===== src/rtl/mem_stage_pkg.sv =====
// mem_stage_pkg: shared encodings and helpers for the handshaked MEM stage.
// Contents: access-size codes, FSM state type, byte-enable mask and
// misalignment helpers (both work on the low three address bits).
package mem_stage_pkg;

    localparam logic [1:0] SIZE_B = 2'd0;
    localparam logic [1:0] SIZE_H = 2'd1;
    localparam logic [1:0] SIZE_W = 2'd2;
    localparam logic [1:0] SIZE_D = 2'd3;

    typedef enum logic {IDLE, REQ} state_t;

    // Access-size mask shifted to its lane; callers keep the low DATA_W/8 bits.
    function automatic logic [7:0] be_mask(input logic [1:0] size, input logic [2:0] lane);
        logic [7:0] m;
        m = size == SIZE_B ? 8'h01 : size == SIZE_H ? 8'h03 : size == SIZE_W ? 8'h0f : 8'hff;
        return m << lane;
    endfunction

    function automatic logic misalign(input logic [1:0] size, input logic [2:0] addr);
        return size == SIZE_H ? addr[0] : size == SIZE_W ? |addr[1:0] : size == SIZE_D ? |addr : 1'b0;
    endfunction

endpackage


===== src/rtl/load_align.sv =====
// load_align: selects the addressed lane of a read word and sign/zero extends it.
// Ports: data (bus read word), lane (byte offset within the word), size (access
// size code), uns (zero-extend), dout (extended result, DATA_W wide).
module load_align
    import mem_stage_pkg::*;
#(
    parameter int DATA_W = 32,
    parameter int LW = $clog2(DATA_W / 8)
) (
    input  logic [DATA_W-1:0] data,
    input  logic [LW-1:0]     lane,
    input  logic [1:0]        size,
    input  logic              uns,
    output logic [DATA_W-1:0] dout
);
    logic [DATA_W-1:0] sh;
    logic [DATA_W-1:0] w;

    assign sh = data >> {lane, 3'b000};

    // A word is the full datum on a 32-bit path but must be extended on 64.
    generate
        if (DATA_W == 64) begin : g_w64
            assign w = {{32{~uns & sh[31]}}, sh[31:0]};
        end else begin : g_w32
            assign w = sh;
        end
    endgenerate

    assign dout = size == SIZE_B ? {{(DATA_W-8){~uns & sh[7]}}, sh[7:0]} :
                  size == SIZE_H ? {{(DATA_W-16){~uns & sh[15]}}, sh[15:0]} :
                  size == SIZE_W ? w : sh;

endmodule


===== src/rtl/stage_mem_hs.sv =====
// stage_mem_hs: MEM pipeline stage with a req/ack data-memory handshake.
// Ports: Clk/Rst_n (async active-low); in_* EX/MEM entry; Stall holds upstream;
// PCSrc/Btarg_or_Jtarg redirect IF; mem_* data-memory bus (mem_ack/mem_rdata
// returned by memory); out_* registered MEM/WB entry.
// Optional: define MEM_TIMEOUT_EN to abort a request after TIMEOUT_CYC cycles
// in REQ and report it through out_BusErr.
module stage_mem_hs
    import mem_stage_pkg::*;
#(
    parameter int DATA_W = 32,
    parameter int ADDR_W = 32,
    parameter int RW_W = 5,
    parameter int TIMEOUT_CYC = 255
) (
    input  logic                Clk,
    input  logic                Rst_n,
    input  logic                in_valid,
    input  logic [ADDR_W-1:0]   in_Btarg,
    input  logic [ADDR_W-1:0]   in_Jtarg,
    input  logic [DATA_W-1:0]   in_busB,
    input  logic [DATA_W-1:0]   in_ALUout,
    input  logic [RW_W-1:0]     in_Rw,
    input  logic                in_Zero,
    input  logic                in_Overflow,
    input  logic                in_RegWr,
    input  logic                in_MemtoReg,
    input  logic                in_MemWr,
    input  logic                in_MemRd,
    input  logic                in_Branch,
    input  logic                in_Jump,
    input  logic [1:0]          in_Size,
    input  logic                in_Unsigned,
    output logic                Stall,
    output logic                PCSrc,
    output logic [ADDR_W-1:0]   Btarg_or_Jtarg,
    output logic                mem_req,
    output logic                mem_we,
    output logic [ADDR_W-1:0]   mem_addr,
    output logic [DATA_W/8-1:0] mem_be,
    output logic [DATA_W-1:0]   mem_wdata,
    input  logic                mem_ack,
    input  logic [DATA_W-1:0]   mem_rdata,
    output logic                out_valid,
    output logic                out_RegWr,
    output logic                out_MemtoReg,
    output logic                out_Overflow,
    output logic                out_AddrErr,
    output logic                out_BusErr,
    output logic [DATA_W-1:0]   out_Dout,
    output logic [DATA_W-1:0]   out_ALUout,
    output logic [RW_W-1:0]     out_Rw
);
    localparam int BW = DATA_W / 8;
    localparam int LW = $clog2(BW);

    state_t            state, state_n;
    logic [ADDR_W-1:0] addr;
    logic [2:0]        lane;
    logic [7:0]        bm;
    logic [DATA_W-1:0] wdata, ld_data, alu_q;
    logic [RW_W-1:0]   rw_q;
    logic [LW-1:0]     lane_q;
    logic [1:0]        size_q;
    logic              mem_op, mis, issue, done, tmo;
    logic              regwr_q, m2r_q, ovf_q, uns_q;

    assign addr = in_ALUout[ADDR_W-1:0];
    assign lane = 3'(addr[LW-1:0]);
    assign bm = be_mask(in_Size, lane);
    assign mem_op = in_MemRd | in_MemWr;
    assign mis = misalign(in_Size, addr[2:0]) | (DATA_W == 32 && in_Size == SIZE_D);
    assign issue = in_valid & mem_op & ~mis;
    assign done = mem_ack | tmo;
    assign mem_req = state == REQ;
    assign PCSrc = in_valid & (in_Jump | (in_Branch & in_Zero));
    assign Btarg_or_Jtarg = in_Jump ? in_Jtarg : in_Btarg;
    assign wdata = in_Size == SIZE_B ? {BW{in_busB[7:0]}} :
                   in_Size == SIZE_H ? {(BW/2){in_busB[15:0]}} :
                   in_Size == SIZE_W ? {(BW/4){in_busB[31:0]}} : in_busB;

`ifdef MEM_TIMEOUT_EN
    localparam int CL = $clog2(TIMEOUT_CYC + 1);
    localparam int CW = CL < 8 ? 8 : (CL > 16 ? 16 : CL);
    logic [CW-1:0] cnt;
    // Zero whenever idle, so every request starts counting from zero.
    always_ff @(posedge Clk or negedge Rst_n) begin
        if (!Rst_n) cnt <= '0;
        else cnt <= state == REQ ? cnt + 1'b1 : '0;
    end
    assign tmo = state == REQ && !mem_ack && cnt == CW'(TIMEOUT_CYC - 1);
`else
    logic unused_timeout;
    assign unused_timeout = |TIMEOUT_CYC;
    assign tmo = 1'b0;
`endif

    always_ff @(posedge Clk or negedge Rst_n) begin
        if (!Rst_n) state <= IDLE;
        else state <= state_n;
    end

    always_comb begin
        state_n = state == IDLE ? (issue ? REQ : IDLE) : (done ? IDLE : REQ);
        Stall = state == IDLE ? issue : ~done;
    end

    always_ff @(posedge Clk or negedge Rst_n) begin
        if (!Rst_n) begin
            mem_addr <= '0;
            mem_be <= '0;
            mem_wdata <= '0;
            mem_we <= 1'b0;
            alu_q <= '0;
            rw_q <= '0;
            lane_q <= '0;
            size_q <= '0;
            regwr_q <= 1'b0;
            m2r_q <= 1'b0;
            ovf_q <= 1'b0;
            uns_q <= 1'b0;
        end else if (state == IDLE && issue) begin
            mem_addr <= {addr[ADDR_W-1:LW], LW'(0)};
            mem_be <= bm[BW-1:0];
            mem_wdata <= wdata;
            mem_we <= in_MemWr;
            alu_q <= in_ALUout;
            rw_q <= in_Rw;
            lane_q <= addr[LW-1:0];
            size_q <= in_Size;
            regwr_q <= in_RegWr;
            m2r_q <= in_MemtoReg;
            ovf_q <= in_Overflow;
            uns_q <= in_Unsigned;
        end else if (state == REQ && done) begin
            mem_we <= 1'b0;
        end
    end

    load_align #(.DATA_W(DATA_W)) u_align (
        .data(mem_rdata),
        .lane(lane_q),
        .size(size_q),
        .uns(uns_q),
        .dout(ld_data)
    );

    // MEM/WB: stall cycles insert bubbles so WB never sees a repeated entry.
    always_ff @(posedge Clk or negedge Rst_n) begin
        if (!Rst_n) begin
            out_valid <= 1'b0;
            out_RegWr <= 1'b0;
            out_MemtoReg <= 1'b0;
            out_Overflow <= 1'b0;
            out_AddrErr <= 1'b0;
            out_BusErr <= 1'b0;
            out_Dout <= '0;
            out_ALUout <= '0;
            out_Rw <= '0;
        end else if (state == REQ) begin
            out_valid <= done;
            out_RegWr <= mem_ack & regwr_q & ~mem_we;
            if (done) begin
                out_MemtoReg <= m2r_q;
                out_Overflow <= ovf_q;
                out_AddrErr <= 1'b0;
                out_BusErr <= ~mem_ack;
                out_Dout <= mem_ack & ~mem_we ? ld_data : '0;
                out_ALUout <= alu_q;
                out_Rw <= rw_q;
            end
        end else begin
            out_valid <= in_valid & ~issue;
            out_RegWr <= in_valid & ~issue & ~mem_op & in_RegWr;
            if (in_valid & ~issue) begin
                out_MemtoReg <= in_MemtoReg;
                out_Overflow <= in_Overflow;
                out_AddrErr <= mem_op;
                out_BusErr <= 1'b0;
                out_Dout <= '0;
                out_ALUout <= in_ALUout;
                out_Rw <= in_Rw;
            end
        end
    end

endmodule


===== config.mk =====
export PLATFORM = sky130hd
export DESIGN_NAME = stage_mem_hs
export DESIGN_NICKNAME = d
export VERILOG_FILES = /design/src/rtl/mem_stage_pkg.sv /design/src/rtl/load_align.sv /design/src/rtl/stage_mem_hs.sv
export SDC_FILE = /design/constraint.sdc
export NUM_CORES = 1
export LEC_CHECK = 0
export BUFFER_PORTS_ARGS = -buffer_cell sky130_fd_sc_hd__buf_2
export CAP_MARGIN = 15
export CORE_MARGIN = 4
export CORE_UTILIZATION = 42
export CTS_BUF_LIST = sky130_fd_sc_hd__clkbuf_8
export DETAILED_ROUTE_END_ITERATION = 6
export GPL_TIMING_DRIVEN = 0
export PLACE_DENSITY = 0.79
export SLEW_MARGIN = 0
export SYNTH_ARGS = -nofsm -noshare
export SYNTH_HDL_FRONTEND = slang
export SYNTH_SLANG_ARGS = --single-unit

===== constraint.sdc =====
create_clock -name Clk -period 2.3 [get_ports Clk]
set_input_delay 0.345 -clock Clk [delete_from_list [all_inputs] [get_ports Clk]]
set_output_delay 0.345 -clock Clk [all_outputs]
set_load 0.01 [all_outputs]

==> impl_metrics.env <==
export IMPL_hold_class="input port to register"
export IMPL_avgSynthCellArea_um2=11.54
export IMPL_grt_start_max_net_pins=84
export IMPL_fin_util=0.5676
export IMPL_clkSinkCount=156
export IMPL_clock_path_buffers=2
export IMPL_drive_gt1_frac=0.5167
export IMPL_wl_met3_mm=2.053
export IMPL_synth_cell_type_count=41
export IMPL_netlist_area_um2=7671
export IMPL_clk_pin_slew_worst_paths_ns=0.08
export IMPL_met1_length_mm=10.26
export IMPL_cp_max_fo=19
export IMPL_worst_slew_pin_slew_ns=0.8643
export IMPL_via_count=6786
export IMPL_power_frac_seq=0.423
export IMPL_tns_ns=0
export IMPL_power_switching_w=0.003170
export IMPL_layout_nets=1219
export IMPL_start_util=0.4270
export IMPL_swShare=0.3454
export IMPL_wl_met2_mm=11.82
export IMPL_critical_path_class="register to output pin"
export IMPL_htree_levels=4
export IMPL_multiInputGateArea_um2=3268
export IMPL_die_w_um=143.1
export IMPL_grtUsageTotal=0.2395
export IMPL_grt_pass1_wl_mm=37.87
export IMPL_finalCriticalPeriod_ns=2.183
export IMPL_highest_layer="met5"
export IMPL_syn_inst=665
export IMPL_whs_ns=0.1300
export IMPL_place_congestion=0.9031
export IMPL_cap_violations=0
export IMPL_synth_edf_count=0
export IMPL_syn2layout_area_growth_pct=32.91
export IMPL_power_frac_comb=0.347
export IMPL_wl_per_cell_um=19.51
export IMPL_skew_ns=0.01357
export IMPL_ys_seq_elements=156
export IMPL_outcome="completed"
export IMPL_power_static_leakage_nw=5.210
export IMPL_worst_slack_ns=0.1173
export IMPL_fillers=1614
export IMPL_slew_headroom=0.4217
export IMPL_synthFlopType="dfrtp_1"
export IMPL_timing_final_crit_share=0.9490
export IMPL_drc=0
export IMPL_die_area_um2=20490
export IMPL_place_ws_ns=-0.1831
export IMPL_final_antenna_net_count=0
export IMPL_setup_violations=0
export IMPL_yosys_warnings=0
export IMPL_globalRoute_totalOverflow=0
export IMPL_numCtsBuffers=17
export IMPL_vias_per_cell=5.293
export IMPL_rows=49
export IMPL_io_pins=359
export IMPL_dp_hpwl_mm=19.53
export IMPL_cts_root_buf="clkbuf_8"
export IMPL_layout_area_seq_um2=3904
export IMPL_power_frac_clock=0.230
export IMPL_crit_arrival_ns=1.84
export IMPL_grt_pass1_vias=7034
export IMPL_p_int_w=0.006009
export IMPL_clock_latency_ns=0.45
export IMPL_report_final_hold_viol_count=0
export IMPL_grt_setup_unrepaired="false"
export IMPL_power_w=0.009179
export IMPL_drt_total_wl_mm=25.01
export IMPL_io_buffers=353
export IMPL_drt_initial_drc_count=327
export IMPL_core_area_um2=17960
export IMPL_seq_area_frac_synth=0.5089
export IMPL_drt_pass1_iter_count=5
export IMPL_required_ns=1.96
export IMPL_slew_viol_final=0
export IMPL_tritoncts="yes"
export IMPL_antenna_found_initial=3
export IMPL_fmax_mhz=458.2
export IMPL_powerDensity_nw_per_um2=900.3
export IMPL_die_h_um=143.1
export IMPL_ys_async_sr_fraction=1.000
export IMPL_ir_drop_uv=494.3
export IMPL_startpoint_type="register"
export IMPL_critical_path_endpoint_type="output pin"
-- synthesized netlist by cell type (all sizes together) (2+ instances only) --
master    n  area share
o21ai    76       0.050
o221ai    2      0.0031
a21oi    18       0.012
nand2    37       0.018
nor2b    11      0.0093
a221o    16       0.021
a22o      9       0.010
buf      57       0.050
o31ai     3      0.0029
a32o      8       0.010
dfrtp   156        0.51
mux2     92        0.14
nor2     14      0.0078
mux2i    71       0.093
clkbuf   28       0.014
a211o     7      0.0080
nand3    40       0.026
inv       4      0.0020
-- registers in the layout, indices dropped and copies added, names as in the netlist --
name          cells
out_Dout         32
out_RegWr         1
rw_q              5
out_MemtoReg      1
out_Overflow      1
out_BusErr        1
out_Rw            5
size_q            2
mem_req           1
out_ALUout       32
mem_wdata        32
m2r_q             1
ovf_q             1
mem_we            1
uns_q             1
alu_q            32
mem_be            4
out_AddrErr       1
out_valid         1
regwr_q           1
-- critical path, cell delays in order, from the launching register on --
cell and delay, ns:
dfrtp_1 0.38, buf_2 0.19, nor2b_4 0.15, o221ai_1 0.17
buf_6 0.22, o21ai_2 0.10, buf_2 0.18
-- what timing repair did --
action	4_1_cts	5_1_grt
hold buffers	1	0
setup buffers	0	0
hold endpoints to repair	82	0
resized for setup	5	2
endpoints found under the setup margin	1	1
-- path summary, 6_finish.rpt --
| kind | endpoint | from | slack [ns] | depth (start not counted) |
|---|---|---|---|---|
| worst max-delay path | Stall | mem_req | 0.12 | 6 |
| worst min-delay path | uns_q | in_Unsigned | 0.13 | 2 |
| worst max register to register | out_Dout[29] | mem_req | 0.30 | 6 |
| worst min register to register | mem_wdata[30] | mem_wdata[30] | 0.48 | 2 |
| max in group asynchronous | alu_q[21] | Rst_n | 0.98 | 3 |
| min in group asynchronous | out_Dout[5] | Rst_n | 0.47 | 2 |
-- layer usage --
metal	global-route usage	up-vias
met4	0.09805	4
met2	0.3853	288
met1	0.3061	3314
met3	0.06631	61
li1	-	3119
met5	0	-
-- power groups by stage --
stage               Combinational, W  Sequential, W  Clock [W]
floorplan                    0.00160        0.00410          0
global placement             0.00313        0.00388          0
detailed placement           0.00320        0.00392          0
CTS                          0.00321        0.00388    0.00217
global route                 0.00348        0.00397    0.00229
finish                       0.00319        0.00388    0.00211
-- logic make-up after synthesis --
group	after synthesis	synth area share
buf+inv	89	0.06671
compound gates	145	0.1246
flops	156	0.5089
mux	164	0.2306
other cells	1	0.0004888
simple gates	110	0.06867
-- placed cells by master (no fill, tap or decap), drive strengths merged, types with 2 or more instances in the layout --
cell	count
clkinvlp	2
nand3	40
mux2i	71
dfrtp	156
nor2	14
inv	9
o31ai	3
a211o	7
bufinv	2
a32o	8
diode	2
a21oi	18
conb	2
o221ai	2
a221o	16
nand2	37
o21ai	76
a22o	9
clkinv	3
nor2b	11
clkbuf	46
mux2	92
buf	411
-- per-stage QoR --
stage                     cell area (µm²)  std cells
after floorplan                      7675        666
after global placement               9728       1248
after detailed placement             9766       1249
after CTS                           10180       1280
after global routing                10190       1281
final                               10200       1282
-- final cells by class --
class / count / area share
clock buffers: 19 / 0.02565
repair buffers: 355 / 0.1779
plain buffers: 84 / 0.04933
clock inverters: 12 / 0.01362
well taps: 229 / 0.02810
multi-input cells: 421 / 0.3205
flip-flops and latches: 156 / 0.3829
diodes: 2 / 0.0004909
inverters: 4 / 0.001473
No activity file was read; power rests on OpenSTA's default activity.
